File: src/rtl/gemm_pkg.sv
// Shared types for the GEMM tile sequencer: FSM state encoding and the
// width helper for the post-issue drain counter.
// Imported by the sequencer top; no logic of its own.
package gemm_pkg;

  typedef enum logic [2:0] {
    ST_IDLE  = 3'd0,
    ST_ISSUE = 3'd1,
    ST_DRAIN = 3'd2,
    ST_WRITE = 3'd3,
    ST_DONE  = 3'd4
  } state_e;

  // Counter must hold 0 .. rl+dc-1; never narrower than one bit.
  function automatic int drain_cnt_width(input int rl, input int dc);
    return (rl + dc > 1) ? $clog2(rl + dc) : 1;
  endfunction

endpackage

File: src/rtl/gemm_tile_sequencer_if.sv
// Control/address bundle between the tile sequencer and its environment.
// The slave modport is the sequencer side; master is the driving side.
// Pure wiring, no timing of its own.
interface gemm_tile_sequencer_if #(
  parameter int AddrWidth     = 12,
  parameter int SizeAddrWidth = 8
);

  logic                     start_i;
  logic [SizeAddrWidth-1:0] M_size_i;
  logic [SizeAddrWidth-1:0] K_size_i;
  logic [SizeAddrWidth-1:0] N_size_i;
  logic [AddrWidth-1:0]     a_base_i;
  logic [AddrWidth-1:0]     b_base_i;
  logic [AddrWidth-1:0]     c_base_i;
  logic [AddrWidth-1:0]     sram_a_addr_o;
  logic [AddrWidth-1:0]     sram_b_addr_o;
  logic [AddrWidth-1:0]     sram_c_addr_o;
  logic                     sram_c_we_o;
  logic                     mac_valid_o;
  logic                     mac_clear_o;
  logic                     busy_o;
  logic                     done_o;
  logic                     err_o;

  modport master (
    output start_i, M_size_i, K_size_i, N_size_i, a_base_i, b_base_i, c_base_i,
    input  sram_a_addr_o, sram_b_addr_o, sram_c_addr_o, sram_c_we_o,
           mac_valid_o, mac_clear_o, busy_o, done_o, err_o
  );

  modport slave (
    input  start_i, M_size_i, K_size_i, N_size_i, a_base_i, b_base_i, c_base_i,
    output sram_a_addr_o, sram_b_addr_o, sram_c_addr_o, sram_c_we_o,
           mac_valid_o, mac_clear_o, busy_o, done_o, err_o
  );

endinterface

File: src/rtl/gemm_valid_delay.sv
// Aligns the {valid, clear} issue flags with SRAM read data.
// Latency: exactly Depth cycles. No backpressure; flags shift every cycle.
module gemm_valid_delay #(
  parameter int Depth = 1
) (
  input  logic clk_i,
  input  logic rst_i,
  input  logic i_valid,
  input  logic i_clear,
  output logic o_valid,
  output logic o_clear
);

  // Each stage holds {valid, clear}.
  logic [1:0] r_sr [Depth];

  // Shift chain, cleared by reset so no stale operand strobes survive an abort.
  always_ff @(posedge clk_i) begin
    if (rst_i) begin
      for (int i = 0; i < Depth; i++) r_sr[i] <= 2'b00;
    end else begin
      r_sr[0] <= {i_valid, i_clear};
      for (int i = 1; i < Depth; i++) r_sr[i] <= r_sr[i-1];
    end
  end

  assign o_valid = r_sr[Depth-1][1];
  assign o_clear = r_sr[Depth-1][0];

endmodule

File: src/rtl/gemm_tile_sequencer.sv
// Walks M/N/K block loops for the tiled GEMM mesh, driving A/B reads and C writes.
// Per tile: K issue + ReadLatency+DrainCycles drain + 1 write cycle; done one cycle after last write.
// No backpressure: start is only honoured in IDLE, everything else free-runs.
module gemm_tile_sequencer
  import gemm_pkg::*;
#(
  parameter int AddrWidth     = 12,
  parameter int SizeAddrWidth = 8,
  parameter int ReadLatency   = 1,
  parameter int DrainCycles   = 2
) (
  input  logic                 clk_i,
  input  logic                 rst_i,
  gemm_tile_sequencer_if.slave ctl
);

  localparam int DrainW = drain_cnt_width(ReadLatency, DrainCycles);
  localparam logic [DrainW-1:0]        DrainLast = DrainW'(ReadLatency + DrainCycles - 1);
  localparam logic [SizeAddrWidth-1:0] SizeOne   = 1;
  localparam logic [AddrWidth-1:0]     AddrOne   = 1;

  state_e r_state, w_next_state;

  logic [SizeAddrWidth-1:0] r_m_size, r_k_size, r_n_size;
  logic [SizeAddrWidth-1:0] r_m, r_n, r_k;
  logic [AddrWidth-1:0]     r_b_base;
  logic [AddrWidth-1:0]     r_a_row;   // a_base + m*K, maintained by addition
  logic [AddrWidth-1:0]     r_b_row;   // b_base + n*K, maintained by addition
  logic [AddrWidth-1:0]     r_c_addr;  // c_base + m*N + n; tiles are written in linear order
  logic [DrainW-1:0]        r_drain;
  logic                     r_err;

  logic                 w_zero_size, w_k_last, w_drain_last, w_last_tile;
  logic [AddrWidth-1:0] w_k_step;
  logic                 w_issue, w_first_k, w_we, w_busy, w_done;
  logic                 w_mac_valid, w_mac_clear;

  assign w_zero_size  = (ctl.M_size_i == '0) || (ctl.K_size_i == '0) || (ctl.N_size_i == '0);
  assign w_k_last     = (r_k == r_k_size - SizeOne);
  assign w_drain_last = (r_drain == DrainLast);
  assign w_last_tile  = (r_m == r_m_size - SizeOne) && (r_n == r_n_size - SizeOne);
  assign w_k_step     = AddrWidth'(r_k_size);

  // State register.
  always_ff @(posedge clk_i) begin
    if (rst_i) r_state <= ST_IDLE;
    else       r_state <= w_next_state;
  end

  // Next-state decode; a zero-size start never leaves IDLE.
  always_comb begin
    w_next_state = r_state;
    case (r_state)
      ST_IDLE:  if (ctl.start_i && !w_zero_size) w_next_state = ST_ISSUE;
      ST_ISSUE: if (w_k_last)                    w_next_state = ST_DRAIN;
      ST_DRAIN: if (w_drain_last)                w_next_state = ST_WRITE;
      ST_WRITE: w_next_state = w_last_tile ? ST_DONE : ST_ISSUE;
      ST_DONE:  w_next_state = ST_IDLE;
      default:  w_next_state = ST_IDLE;
    endcase
  end

  // Loop counters, running row offsets and the zero-size error pulse.
  always_ff @(posedge clk_i) begin
    if (rst_i) begin
      r_m_size <= '0;
      r_k_size <= '0;
      r_n_size <= '0;
      r_m      <= '0;
      r_n      <= '0;
      r_k      <= '0;
      r_b_base <= '0;
      r_a_row  <= '0;
      r_b_row  <= '0;
      r_c_addr <= '0;
      r_drain  <= '0;
      r_err    <= 1'b0;
    end else begin
      r_err <= 1'b0;
      case (r_state)
        ST_IDLE: begin
          if (ctl.start_i) begin
            r_m_size <= ctl.M_size_i;
            r_k_size <= ctl.K_size_i;
            r_n_size <= ctl.N_size_i;
            r_b_base <= ctl.b_base_i;
            r_a_row  <= ctl.a_base_i;
            r_b_row  <= ctl.b_base_i;
            r_c_addr <= ctl.c_base_i;
            r_m      <= '0;
            r_n      <= '0;
            r_k      <= '0;
            r_err    <= w_zero_size;
          end
        end
        ST_ISSUE: begin
          // k stops at K-1 so the addresses hold through DRAIN.
          if (!w_k_last) r_k <= r_k + SizeOne;
          r_drain <= '0;
        end
        ST_DRAIN: r_drain <= r_drain + 1'b1;
        ST_WRITE: begin
          r_k      <= '0;
          r_c_addr <= r_c_addr + AddrOne;
          if (r_n == r_n_size - SizeOne) begin
            r_n     <= '0;
            r_b_row <= r_b_base;
            r_m     <= r_m + SizeOne;
            r_a_row <= r_a_row + w_k_step;
          end else begin
            r_n     <= r_n + SizeOne;
            r_b_row <= r_b_row + w_k_step;
          end
        end
        default: ;
      endcase
    end
  end

  // Moore outputs plus the registered error pulse, which doubles as done.
  always_comb begin
    w_issue   = 1'b0;
    w_first_k = 1'b0;
    w_we      = 1'b0;
    w_busy    = (r_state != ST_IDLE);
    w_done    = r_err;
    case (r_state)
      ST_ISSUE: begin
        w_issue   = 1'b1;
        w_first_k = (r_k == '0);
      end
      ST_WRITE: w_we   = 1'b1;
      ST_DONE:  w_done = 1'b1;
      default: ;
    endcase
  end

  gemm_valid_delay #(
    .Depth (ReadLatency)
  ) u_valid_delay (
    .clk_i   (clk_i),
    .rst_i   (rst_i),
    .i_valid (w_issue),
    .i_clear (w_first_k),
    .o_valid (w_mac_valid),
    .o_clear (w_mac_clear)
  );

  assign ctl.sram_a_addr_o = r_a_row + AddrWidth'(r_k);
  assign ctl.sram_b_addr_o = r_b_row + AddrWidth'(r_k);
  assign ctl.sram_c_addr_o = r_c_addr;
  assign ctl.sram_c_we_o   = w_we;
  assign ctl.mac_valid_o   = w_mac_valid;
  assign ctl.mac_clear_o   = w_mac_clear;
  assign ctl.busy_o        = w_busy;
  assign ctl.done_o        = w_done;
  assign ctl.err_o         = r_err;

endmodule

File: src/flat_wrapper.sv
// flat-port wrapper written by rule: the top's interface ports become plain ports
module gemm_tile_sequencer_flat import gemm_pkg::*;
#(
  parameter int AddrWidth     = 12,
  parameter int SizeAddrWidth = 8,
  parameter int ReadLatency   = 1,
  parameter int DrainCycles   = 2
)
  (clk_i, rst_i, ctl_start_i, ctl_M_size_i, ctl_K_size_i, ctl_N_size_i, ctl_a_base_i, ctl_b_base_i, ctl_c_base_i, ctl_sram_a_addr_o, ctl_sram_b_addr_o, ctl_sram_c_addr_o, ctl_sram_c_we_o, ctl_mac_valid_o, ctl_mac_clear_o, ctl_busy_o, ctl_done_o, ctl_err_o);
  gemm_tile_sequencer_if #(.AddrWidth(AddrWidth), .SizeAddrWidth(SizeAddrWidth)) ctl_i ();
  input  logic clk_i;
  input  logic rst_i;
  input wire logic [$bits(ctl_i.start_i)-1:0] ctl_start_i;
  input wire logic [$bits(ctl_i.M_size_i)-1:0] ctl_M_size_i;
  input wire logic [$bits(ctl_i.K_size_i)-1:0] ctl_K_size_i;
  input wire logic [$bits(ctl_i.N_size_i)-1:0] ctl_N_size_i;
  input wire logic [$bits(ctl_i.a_base_i)-1:0] ctl_a_base_i;
  input wire logic [$bits(ctl_i.b_base_i)-1:0] ctl_b_base_i;
  input wire logic [$bits(ctl_i.c_base_i)-1:0] ctl_c_base_i;
  output wire logic [$bits(ctl_i.sram_a_addr_o)-1:0] ctl_sram_a_addr_o;
  output wire logic [$bits(ctl_i.sram_b_addr_o)-1:0] ctl_sram_b_addr_o;
  output wire logic [$bits(ctl_i.sram_c_addr_o)-1:0] ctl_sram_c_addr_o;
  output wire logic [$bits(ctl_i.sram_c_we_o)-1:0] ctl_sram_c_we_o;
  output wire logic [$bits(ctl_i.mac_valid_o)-1:0] ctl_mac_valid_o;
  output wire logic [$bits(ctl_i.mac_clear_o)-1:0] ctl_mac_clear_o;
  output wire logic [$bits(ctl_i.busy_o)-1:0] ctl_busy_o;
  output wire logic [$bits(ctl_i.done_o)-1:0] ctl_done_o;
  output wire logic [$bits(ctl_i.err_o)-1:0] ctl_err_o;
  assign ctl_i.start_i = ctl_start_i;
  assign ctl_i.M_size_i = ctl_M_size_i;
  assign ctl_i.K_size_i = ctl_K_size_i;
  assign ctl_i.N_size_i = ctl_N_size_i;
  assign ctl_i.a_base_i = ctl_a_base_i;
  assign ctl_i.b_base_i = ctl_b_base_i;
  assign ctl_i.c_base_i = ctl_c_base_i;
  assign ctl_sram_a_addr_o = ctl_i.sram_a_addr_o;
  assign ctl_sram_b_addr_o = ctl_i.sram_b_addr_o;
  assign ctl_sram_c_addr_o = ctl_i.sram_c_addr_o;
  assign ctl_sram_c_we_o = ctl_i.sram_c_we_o;
  assign ctl_mac_valid_o = ctl_i.mac_valid_o;
  assign ctl_mac_clear_o = ctl_i.mac_clear_o;
  assign ctl_busy_o = ctl_i.busy_o;
  assign ctl_done_o = ctl_i.done_o;
  assign ctl_err_o = ctl_i.err_o;
  gemm_tile_sequencer #(.AddrWidth(AddrWidth), .SizeAddrWidth(SizeAddrWidth), .ReadLatency(ReadLatency), .DrainCycles(DrainCycles)) u_core (.clk_i(clk_i), .rst_i(rst_i), .ctl(ctl_i));
endmodule
File: config.mk
export PLATFORM = sky130hd
export DESIGN_NAME = gemm_tile_sequencer_flat
export DESIGN_NICKNAME = d
export VERILOG_FILES = /design/src/rtl/gemm_pkg.sv /design/src/rtl/gemm_tile_sequencer_if.sv /design/src/rtl/gemm_valid_delay.sv /design/src/rtl/gemm_tile_sequencer.sv /design/src/flat_wrapper.sv
export SDC_FILE = /design/constraint.sdc
export NUM_CORES = 1
export LEC_CHECK = 0
export ABC_AREA = 1
export CORE_MARGIN = 8
export CORE_UTILIZATION = 50
export CTS_CLUSTER_DIAMETER = 80
export DETAILED_ROUTE_END_ITERATION = 8
export HOLD_SLACK_MARGIN = 0.02
export PLACE_DENSITY = 0.76
export SKIP_CTS_REPAIR_TIMING = 1
export SYNTH_ARGS = -nofsm -noshare
export SYNTH_HDL_FRONTEND = slang
export SYNTH_SLANG_ARGS = --single-unit
File: constraint.sdc
create_clock -name clk_i -period 2.3 [get_ports clk_i]
set_clock_uncertainty 0.15 [all_clocks]
set_input_delay 0.23 -clock clk_i [delete_from_list [all_inputs] [get_ports clk_i]]
set_output_delay 0.23 -clock clk_i [all_outputs]
set_load 0.03 [all_outputs]
# ---- Word level (Yosys, flattened, before mapping)
# Memories as Yosys holds them, arrays and structs flattened.
# Index checks and enable logic that the tools add are counted.
dict set report op_classes {
  n_reduce_logical 21
  muxes 30
  eq_ne 14
  bitwise 2
  add_sub_neg 12
}
# operator n
set ops {}
lappend ops {{$pmux W12 S2} 3}
lappend ops {{$mux W12} 5}
lappend ops {{$add A12 B8 Y12} 4}
lappend ops {{$logic_not A8 Y1} 4}
lappend ops {{$mux W8} 4}
lappend ops {{$pmux W8 S2} 2}
lappend ops {{$add A8 B1 Y8 const B} 3}
lappend ops {{$eq A8 B8 Y1} 3}
lappend ops {{$pmux W8 S3} 1}
lappend ops {{$sub A8 B1 Y8 const B} 3}
lappend ops {{$add A12 B1 Y12 const B} 1}
lappend ops {{$mux W3} 4}
lappend ops {{$pmux W3 S4} 1}
lappend ops {{$reduce_and A3 Y1} 3}
lappend ops {{$mux W1} 8}
lappend ops {{$ne A2 B1 Y1 const B} 4}
lappend ops {{$eq A3 B2 Y1 const B} 2}
lappend ops {{$reduce_bool A3 Y1} 2}
lappend ops {{$ne A2 B2 Y1 const B} 2}
lappend ops {{$pmux W2 S2} 1}
lappend ops {{$reduce_and A2 Y1} 2}
lappend ops {{$reduce_bool A2 Y1} 2}
lappend ops {{$eq A3 B1 Y1 const B} 1}
lappend ops {{$eq A3 B3 Y1 const B} 1}
lappend ops {{10 further kinds} 13}
dict set report word_totals {
  elab_cells 93
  ff_bits 102
  n_memories 1
  output_inout_bits 42
  inputBits 63
  mem_bits_rw 2
}
# name words width rd rd_ports_with_merged_regs wr line
set memory_table {}
lappend memory_table {u_core.u_valid_delay.r_sr 1 2 1 0 1 gemm_valid_delay.sv:15} ;# logic [1:0] r_sr [Depth];

# ---- Depth between registers and ports, before layout
# Gate-level depths: netlist (run 1).
dict set report logic_depth {
  depth_word 7
  depth_mapped 16
  mapped_depth_nobuf 15
}

# ---- Hierarchy
# Synthesis (run 1) repeated with hierarchy kept, for this count alone.
dict set report hier_totals {
  hier_cells 1101
  area_unflattened_um2 7081.8
}
# mod seq_area_each_um2 area_each_um2 cells_each instances
set modules_own_cells {}
lappend modules_own_cells {gemm_tile_sequencer 2042.0 7026.7 1095 1}
lappend modules_own_cells {gemm_valid_delay 40.0 55.1 6 1}

# ---- Worst setup path before layout (run 1)
# OpenSTA, ideal clock, no wires.
dict set report synth_timing {
  kind {register to output}
  start {register u_core.r_k[0]}
  end {output ctl_sram_b_addr_o[10]}
  path_stages_with_launch 14
  arrival_time_ns 2.279
  required_time_ns 1.920
  setup_slack_ns -0.359
  cell_sequence {dfxtp_1 ha_1 inv_1 fa_1 nand3b_1 nand2_1 nand2_1 nand2_1 nand2_1 nand2_1 a21oi_1 o21bai_1 nand2_1 xor2_1}
}
dict set report synth_via {
  elab_chain_cells 1
}
# element line
set synth_lines {}
lappend synth_lines {{start: declaration} gemm_tile_sequencer.sv:25} ;# logic [SizeAddrWidth-1:0] r_m, r_n, r_k;
lappend synth_lines {{start signal: assignment} gemm_tile_sequencer.sv:98} ;# if (!w_k_last) r_k <= r_k + SizeOne;
lappend synth_lines {{$add A12 B8 Y12} gemm_tile_sequencer.sv:150} ;# assign ctl.sram_b_addr_o = r_b_row + AddrWidth'(r_k);
lappend synth_lines {{end: declaration} flat_wrapper.sv:21} ;# output wire logic [$bits(ctl_i.sram_b_addr_o)-1:0] ctl_sram_b_addr_o;
# No other way between the ends.

# ---- Worst setup path after layout (run 1)
dict set report layout_timing {
  start {register u_core.r_k[0]}
  end {output ctl_sram_b_addr_o[8]}
}
# The elaborated chain is that of the path after synthesis.

==> flow_summary.yaml, run 1 <==
status:
  status: "finished with violations"
  violations: "setup timing"
synth:
  synth_area_mm2: 0.007276
  yosys.area_share.simple_pct: 34.81
  async_flop_share_pct: 0
  ys_seq_area_share_pct: 28.62
  synth_xor_area_share_pct: 6.621
  synthAdderAreaFrac_pct: 8.151
  synth_edf_count: 0
  synth_mux_area_share_pct: 0.2752
  synth_compound_area_share_pct: 12.54
  ys_ff_latch: 104
  ys_types: 43
  syn_area_per_cell_um2: 6.377
  synth-main-ff-cell: "dfxtp_1"
  synth_nets: 1249
  syn_inst: 1141
  synth_top_family_by_area: "simple AND/OR/NAND/NOR gates"
  ys_warn_count: 0
route:
  viasPerCell: 5.270
  vias: 7794
  first_pass_iters: 5
  drt_iter0_drc: 563
  wl_per_cell_um: 14.64
  drc: 0
  drtAntennaViolNets: 0
  wirelength_um: 21660
sta:
  rsz0062_at_grt: "true"
  final.setup.tns_ns: -3.253
  worst_slew_pin_slew_ns: 0.4978
  hold_viol: 0
  finalCriticalPeriod_ns: 2.817
  hold_slack_ns: 0.08602
  drv_slew: 0
  worst_slack_ns: -0.5170
  max_slew_margin_pct: 66.81
  min_period_over_period_pct: 122.5
  setup_viol: 13
  fmax_mhz: 355.0
floorplanning:
  coreArea_mm2: 0.01437
  core.rowCount: 44
  dieWidth_um: 136.6
  io-pin-count: 105
  initial_core_util_pct: 50.64
  die_h_um: 136.6
  dieArea_mm2: 0.01867
clock_network:
  clock_latency_ns: 0.36
  htreeDepth: 3
  clk_pin_slew_ns: 0.07
  cts_buffer_depth: 2
  clock_sinks: 104
  root_buffer: "clkbuf_16"
  cts_tree: "done"
  cts_buffers: 9
final_layout:
  nNetsFinal: 1398
  antenna_cells: 0
  fin_cells: 1479
  design_area_mm2: 0.009643
  most-common-layout-cells: "nand2_1, inv_1, nand3_1, dfxtp_1, clkdlybuf4s50_1"
  drive_gt1_share_pct: 15.60
  area_delta_synth_final_pct: 32.54
  final_util_pct: 67.11
  final_common_cell: "nand2_1"
job:
  drv_cap: 0
critical_path:
  cp_data_arrival_time_ns: 2.44
  reg2reg_slack_ns: 0.09
  worstReg2RegEnd: "u_core.r_b_row[8]"
  crit_path_start: "u_core.r_k[0]"
  critical_path.endpoint_type: "output pin"
  cp_data_required_time_ns: 1.92
  crit_fanout: 3
  critical_path_class: "reg2out"
  r2r_start: "u_core.r_b_row[0]"
  reg2reg_depth: 13
  startpoint_type: "flop"
global_route:
  grt_usage_pct: 22.42
  grt_pass1_vias: 7328
  grt_pass1_wl_um: 34230
  grt_start_max_net_pins: 61
  antenna_found_initial: 0
  grt_overflow_total: 0
place:
  numPortBuffers: 104
  place_hpwl_um: 15750
  pre_cts_slack_ns: -0.1586
  place_area_mm2: 0.008874
  routabilityCongestion: 0.9195
  dp_cells: 1449
pwr:
  vdd_ir_drop_max_uv: 427.8
  p_total_mw: 9.205
  leakage_nw: 4.449
  power_density_mw_per_mm2: 954.6
worst_hold_path:
  min_path_type: "in2reg"
  hold-path-endpoint: "u_core.r_n[7]"
  hold_path.startpoint: "rst_i"
  hold_path_depth: 2
## where the power goes
part | switching (mW) | internal [mW]
clock network | 0.700 | 0.979
registers | 0.402 | 2.17
logic | 2.97 | 1.98
total | 4.07 | 5.13
## worst max-delay path by stage
stage                            end  slack (ns)  cells past startpoint
6_report        ctl_sram_b_addr_o[8]       -0.52                     14
5_1_grt         ctl_sram_b_addr_o[8]       -0.63                     14
3_3_place_gp   ctl_sram_b_addr_o[10]       -0.10                     14
3_5_place_dp    ctl_sram_b_addr_o[8]       -0.16                     14
2_1_floorplan  ctl_sram_b_addr_o[10]       -0.07                     13
4_1_cts         ctl_sram_b_addr_o[8]       -0.55                     14
## worst max-delay path, cell delays in order, from the launching register on
cell      delay [ns]
dfxtp_4         0.37
ha_4            0.13
inv_2           0.04
fa_2            0.33
nand3b_1        0.17
nand2_1         0.08
nand2_1         0.05
nand2_1         0.07
nand2_1         0.07
nand2_2         0.10
a21oi_4         0.07
o21bai_4        0.14
buf_4           0.15
xor2_2          0.17
buf_6           0.16
## cell usage after synthesis, types with 5 or more instances
cell type  number  share of area [%]
xor2_1         40                4.8
buf_2           7               0.48
inv_1         128                6.6
nor2_1         73                3.8
o22ai_1        13                1.1
nand4_1        17                1.5
a21oi_1        82                5.6
nand2_2         5               0.43
xnor2_1        15                1.8
a31oi_1         8               0.69
nand2_1       371                 19
dfxtp_1       104                 29
nor3_1         16                1.1
ha_1           41                7.1
o21ai_0        48                3.3
nand3_1        96                6.6
clkbuf_1       22                1.1
inv_2           6               0.31
or2_2           5               0.43
## cell type report
cell class | count | area (um2)
Timing Repair inverter | 1 | 5.005
Inverter | 135 | 510.5
Fill cell | 1248 | 4726
Timing Repair Buffer | 170 | 1580
Sequential cell | 104 | 2106
Multi-Input combinational cell | 869 | 4891
Tap cell | 184 | 230.2
Clock buffer | 10 | 239.0
Clock inverter | 6 | 81.33
## routing by layer
metal / vias to the layer above / global-route usage [%] / share of wire, %
li1: 3990 / - / -
met1: 3557 / 27.48 / 44
met2: 213 / 38.71 / 48
met3: 34 / 3.891 / 6.1
met4: 0 / 7.688 / 2.0
met5: - / 0 / 0
## sequential cells by signal, indices dropped and copies added, names as in the netlist, 8 cells and up
register,count
u_core.r_m,8
u_core.r_b_row,12
u_core.r_n_size,8
u_core.r_b_base,12
u_core.r_k_size,8
u_core.r_a_row,12
u_core.r_n,8
u_core.r_m_size,8
u_core.ctl.sram_c_addr_o,12
u_core.r_k,8
## cell families (layout without fill, tap and decap cells)
kind of cell             count (synthesis)  in the layout
flip-flops                             104            104
AND/OR/NAND/NOR                        599            599
adder cells (fa/ha/maj)                 45             45
multiplexers                             2              2
buffers and inverters                  168            322
XOR/XNOR                                55             55
AO/OA/AOI/OAI                          168            168
(Power assumes the default switching activity.)
==> run 2: changes to the inputs <==
Settings changed: RECOVER_POWER set to 100.
==> run 2 against run 1 <==
  * The flow still finishes with violations (setup timing)
  * Final area is 0.82% lower
  * Combinational power is 2% lower
  * Register-to-register slack worse by 0.10 ns
  * Flip-flop and latch count stayed put
  * Cell count stayed put
  * Worst hold slack worse by 0.011 ns
  * Critical path depth stayed put
  * Routed wire length hardly changed
  * Non-clock buffer count stayed put
  * Die area stayed put
  * Largest cell class unchanged
  * Highest routed layer unchanged
==> flow_summary.yaml, run 2 (same netlist as run 1, synthesis figures left out) <==
status:
  status: "finished with violations"
  violations: "setup timing"
clock_network:
  cts_tree: "done"
  cts_buffers: 9
  htreeDepth: 3
  clock_sinks: 104
  root_buffer: "clkbuf_16"
  clk_pin_slew_ns: 0.07
  cts_buffer_depth: 2
  clock_latency_ns: 0.36
global_route:
  antenna_found_initial: 0
  grt_overflow_total: 0
  grt_pass1_vias: 7328
  grt_usage_pct: 22.42
  grt_start_max_net_pins: 61
  grt_pass1_wl_um: 34230
pwr:
  swShare_pct: 44.41
  p_clk_share_pct: 18.5
  seqPwrFrac_pct: 28.3
  power_frac_comb_pct: 53.2
  p_int_mw: 5.052
  vdd_ir_drop_max_uv: 423.1
  p_sw_mw: 4.036
  p_total_mw: 9.088
  leakage_nw: 4.449
  power_density_mw_per_mm2: 950.2
floorplanning:
  initial_core_util_pct: 50.64
  dieWidth_um: 136.6
  dieArea_mm2: 0.01867
  coreArea_mm2: 0.01437
  core.rowCount: 44
  die_h_um: 136.6
  io-pin-count: 105
sta:
  worst_slew_pin_slew_ns: 0.5334
  setup_viol: 15
  rsz0062_at_grt: "true"
  final.setup.tns_ns: -3.236
  max_slew_margin_pct: 64.44
  worst_slack_ns: -0.5105
  min_period_over_period_pct: 122.2
  finalCriticalPeriod_ns: 2.810
  hold_viol: 0
  fmax_mhz: 355.8
  drv_slew: 0
critical_path:
  max_stage_delay_ns: 0.37
  path_cells: "ha_4 > inv_2 > fa_2 > nand3b_1 > nand2_1 > nand2_1 > nand2_1 > nand2_1 > nand2_2 > a21oi_4 > o21bai_4 > buf_4 > xor2_2 > buf_6"
  critical_path_class: "reg2out"
  cp_data_arrival_time_ns: 2.43
  startpoint_type: "flop"
  reg2reg_slack_ns: -0.01
  slowest_stage: "dfxtp_4"
  path_delay_family: "simple AND/OR/NAND/NOR gates"
  worst-path-buf-inv: 3
  cp_data_required_time_ns: 1.92
  crit_fanout: 3
  crit_top_cell: "nand2_1"
  critical_path.endpoint_type: "output pin"
route:
  wl_per_cell_um: 14.64
  first_pass_iters: 5
  vias: 7852
  drt_iter0_drc: 555
  drtAntennaViolNets: 0
  viasPerCell: 5.309
  wirelength_um: 21650
  drc: 0
final_layout:
  drive_gt1_share_pct: 15.06
  final_util_pct: 66.56
  antenna_cells: 0
  seq_area_mm2: 0.002103
  multi_input_area_mm2: 0.004856
  final_common_cell: "nand2_1"
  nNetsFinal: 1398
  design_area_mm2: 0.009564
  area_delta_synth_final_pct: 31.45
  most-common-layout-cells: "nand2_1, inv_1, nand3_1, dfxtp_1, a21oi_1"
  nFillCells: 1261
place:
  place_hpwl_um: 15750
  place_area_mm2: 0.008874
  routabilityCongestion: 0.9195
  numPortBuffers: 104
  pre_cts_slack_ns: -0.1586
worst_hold_path:
  min_path_type: "in2reg"
job:
  drv_cap: 0
-- run 2: worst paths after layout --
path	start	endpoint	depth (start not counted)
setup / recovery	u_core.r_k[0]	ctl_sram_b_addr_o[8]	14
setup reg to reg	u_core.r_state[1]	u_core.r_n_size[3]	11
hold / removal	rst_i	u_core.r_b_base[1]	2
hold reg to reg	u_core.r_drain[0]	u_core.r_drain[0]	1
-- run 2: stage by stage --
| step | hold WS (ns) | cells |
|---|---|---|
| CTS | 0.06982 | 1465 |
| finish | 0.07464 | 1479 |
| floorplan | 0.1641 | 1141 |
| detailed placement | 0.3021 | 1449 |
| global route | 0.08131 | 1479 |
| global placement | 0.2856 | 1449 |
-- run 2: metal layers --
metal / up-vias / track usage (%) / part of all wire (%)
met3: 39 / 3.891 / 6.7
met2: 237 / 38.71 / 48
met5: - / 0 / 0
met1: 3584 / 27.48 / 43
met4: 0 / 7.688 / 2.3
li1: 3992 / - / -
-- run 2: final cells by class --
class | count | area share (%)
clock inverter | 6 | 0.8503
timing repair buffer | 170 | 16.09
clock buffer | 10 | 2.499
inverter | 135 | 5.338
timing repair inverter | 1 | 0.05233
multi-input combinational | 869 | 50.77
sequential | 104 | 21.99
tap | 184 | 2.407
-- run 2: power groups by stage --
stage	sequential [mW]	combinational, mW	clock (mW)
4_1_cts	2.53	4.52	1.69
5_1_grt	2.62	5.36	1.75
6_report	2.57	4.84	1.68
3_3_place_gp	2.56	4.41	0
2_1_floorplan	2.56	3.05	0
3_5_place_dp	2.57	4.48	0
==> run 3: changes to the inputs <==
--- a/constraint.sdc
+++ b/constraint.sdc
@@ -3,3 +3,3 @@
 set_input_delay 0.23 -clock clk_i [delete_from_list [all_inputs] [get_ports clk_i]]
 set_output_delay 0.23 -clock clk_i [all_outputs]
-set_load 0.03 [all_outputs]
+set_load 0.005 [all_outputs]
==> run 3 against run 2 <==
  * Flip-flop and latch count stayed put
  * Cell count increased by 2.0%
  * The run still ends with setup timing left
  * Combinational power down 7.2%
  * First-iteration DRC count is 4.1% higher
  * Routed wire length increased by 1.1%
  * Sequential share of layout area decreased by 0.45 points
  * Worst hold slack better by 0.057 ns
  * Register-to-register slack improved by 0.11 ns
==> flow_summary.yaml, run 3 (same netlist as run 1, synthesis figures left out) <==
status:
  status: "finished with violations"
  violations: "setup timing"
global_route:
  grt_start_max_net_pins: 30
  grt_pass1_wl_um: 34370
  grt_pass1_vias: 7401
  grt_overflow_total: 0
  grt_usage_pct: 22.52
  antenna_found_initial: 0
route:
  drt_iter0_drc: 578
  drtAntennaViolNets: 0
  wl_per_cell_um: 14.51
  first_pass_iters: 6
  vias: 8005
  viasPerCell: 5.308
  drc: 0
  wirelength_um: 21880
sta:
  min_period_over_period_pct: 123.3
  hold_viol: 0
  finalCriticalPeriod_ns: 2.835
  setup_viol: 10
  worst_slew_pin_slew_ns: 0.4903
  drv_slew: 0
  rsz0062_at_grt: "true"
  fmax_mhz: 352.8
  worst_slack_ns: -0.5348
  max_slew_margin_pct: 67.19
pwr:
  vdd_ir_drop_max_uv: 552.9
  leakage_nw: 4.653
  power_density_mw_per_mm2: 884.3
  p_total_mw: 8.670
critical_path:
  worstReg2RegEnd: "u_core.r_k[0]"
  reg2reg_slack_ns: 0.10
  crit_fanout: 3
  critical_path_class: "reg2out"
  startpoint_type: "flop"
  cp_data_required_time_ns: 1.92
  cp_data_arrival_time_ns: 2.45
  r2r_start: "u_core.r_k_size[0]"
  reg2reg_depth: 15
  critical_path.endpoint_type: "output pin"
floorplanning:
  io-pin-count: 105
  initial_core_util_pct: 50.64
  coreArea_mm2: 0.01437
  die_h_um: 136.6
  dieArea_mm2: 0.01867
  core.rowCount: 44
  dieWidth_um: 136.6
clock_network:
  clock_latency_ns: 0.36
  clock_sinks: 104
  clk_pin_slew_ns: 0.07
  cts_buffer_depth: 2
  root_buffer: "clkbuf_16"
  htreeDepth: 3
  cts_buffers: 9
  cts_tree: "done"
final_layout:
  final_util_pct: 68.23
  antenna_cells: 0
  most-common-layout-cells: "nand2_1, inv_1, nand3_1, dfxtp_1, buf_4"
  area_delta_synth_final_pct: 34.75
  drive_gt1_share_pct: 17.67
  nNetsFinal: 1427
  final_common_cell: "nand2_1"
place:
  place_hpwl_um: 15990
  routabilityCongestion: 0.9198
  numPortBuffers: 104
job:
  drv_cap: 0
worst_hold_path:
  hold_path.startpoint: "rst_i"
  hold_path_depth: 2
  hold-path-endpoint: "u_core.r_n[2]"
  min_path_type: "in2reg"
[run 3: cell count changes in the layout (fill, tap and decap cells not counted), moves of 6 or more]
cell | before | now
dlygate4sd3_1 | 18 | 9
xor2_1 | 33 | 39
dlymetal6s2s_1 | 1 | 9
buf_4 | 66 | 83
clkdlybuf4s50_1 | 62 | 72
buf_2 | 1 | 13
[run 3: worst max path at each step]
stage | from | slack, ns | depth (start not counted) | endpoint
2_1_floorplan | u_core.r_k[1] | 0.04 | 12 | ctl_sram_b_addr_o[10]
3_3_place_gp | u_core.r_k[0] | -0.45 | 14 | ctl_sram_b_addr_o[10]
3_5_place_dp | u_core.r_b_row[0] | -0.50 | 14 | ctl_sram_b_addr_o[10]
4_1_cts | u_core.r_b_row[0] | -0.90 | 14 | ctl_sram_b_addr_o[10]
5_1_grt | u_core.r_k[0] | -0.65 | 14 | ctl_sram_b_addr_o[10]
6_report | u_core.r_k[0] | -0.53 | 14 | ctl_sram_b_addr_o[10]
[run 3: layout make-up]
type | count | area (um2)
multi-input cells | 869 | 4877
clock buffers | 12 | 266.5
fillers | 1219 | 4564
well taps | 184 | 230.2
inverters | 135 | 510.5
clock inverters | 4 | 51.30
flip-flops and latches | 104 | 2112
repair buffers | 200 | 1757
[run 3: power by group]
part	total (mW)	internal [mW]	leakage (nW)	switching (mW)
combinational	4.49	1.93	3.64	2.57
sequential	2.53	2.17	0.859	0.359
clock	1.65	0.934	0.155	0.716
total	8.67	5.03	4.65	3.64
[run 3: worst max-delay path, stage by stage (launching register included)]
cell and delay [ns]:
dfxtp_4 0.37, ha_4 0.14, inv_2 0.04, fa_2 0.39
nand3b_1 0.17, nand2_1 0.10, nand2_1 0.06, nand2_1 0.06
nand2_1 0.05, nand2_1 0.10, a21oi_2 0.08, o21bai_2 0.20
nand2_1 0.09, xor2_1 0.14, buf_2 0.12
[run 3: metrics by stage]
step / setup TNS [ns] / instances / cell area (um2) / hold WS, ns / setup slack (ns)
4_1_cts: -10.74 / 1492 / 9314 / 0.1216 / -0.8994
3_5_place_dp: -3.460 / 1476 / 8996 / 0.2906 / -0.5025
3_3_place_gp: -3.040 / 1476 / 8996 / 0.2855 / -0.4522
5_1_grt: -4.083 / 1508 / 9804 / 0.1317 / -0.6521
2_1_floorplan: 0 / 1141 / 7277 / 0.1641 / 0.04377
6_report: -2.520 / 1508 / 9804 / 0.1315 / -0.5348
[run 3: metal layers]
layer  global-route usage (%)  up-vias  part of all wire (%)
met5                        0        -                     0
met4                    6.650        0                   1.6
met3                    5.764       28                   7.9
met1                    28.05     3675                    43
li1                         -     4039                     -
met2                    37.40      263                    48
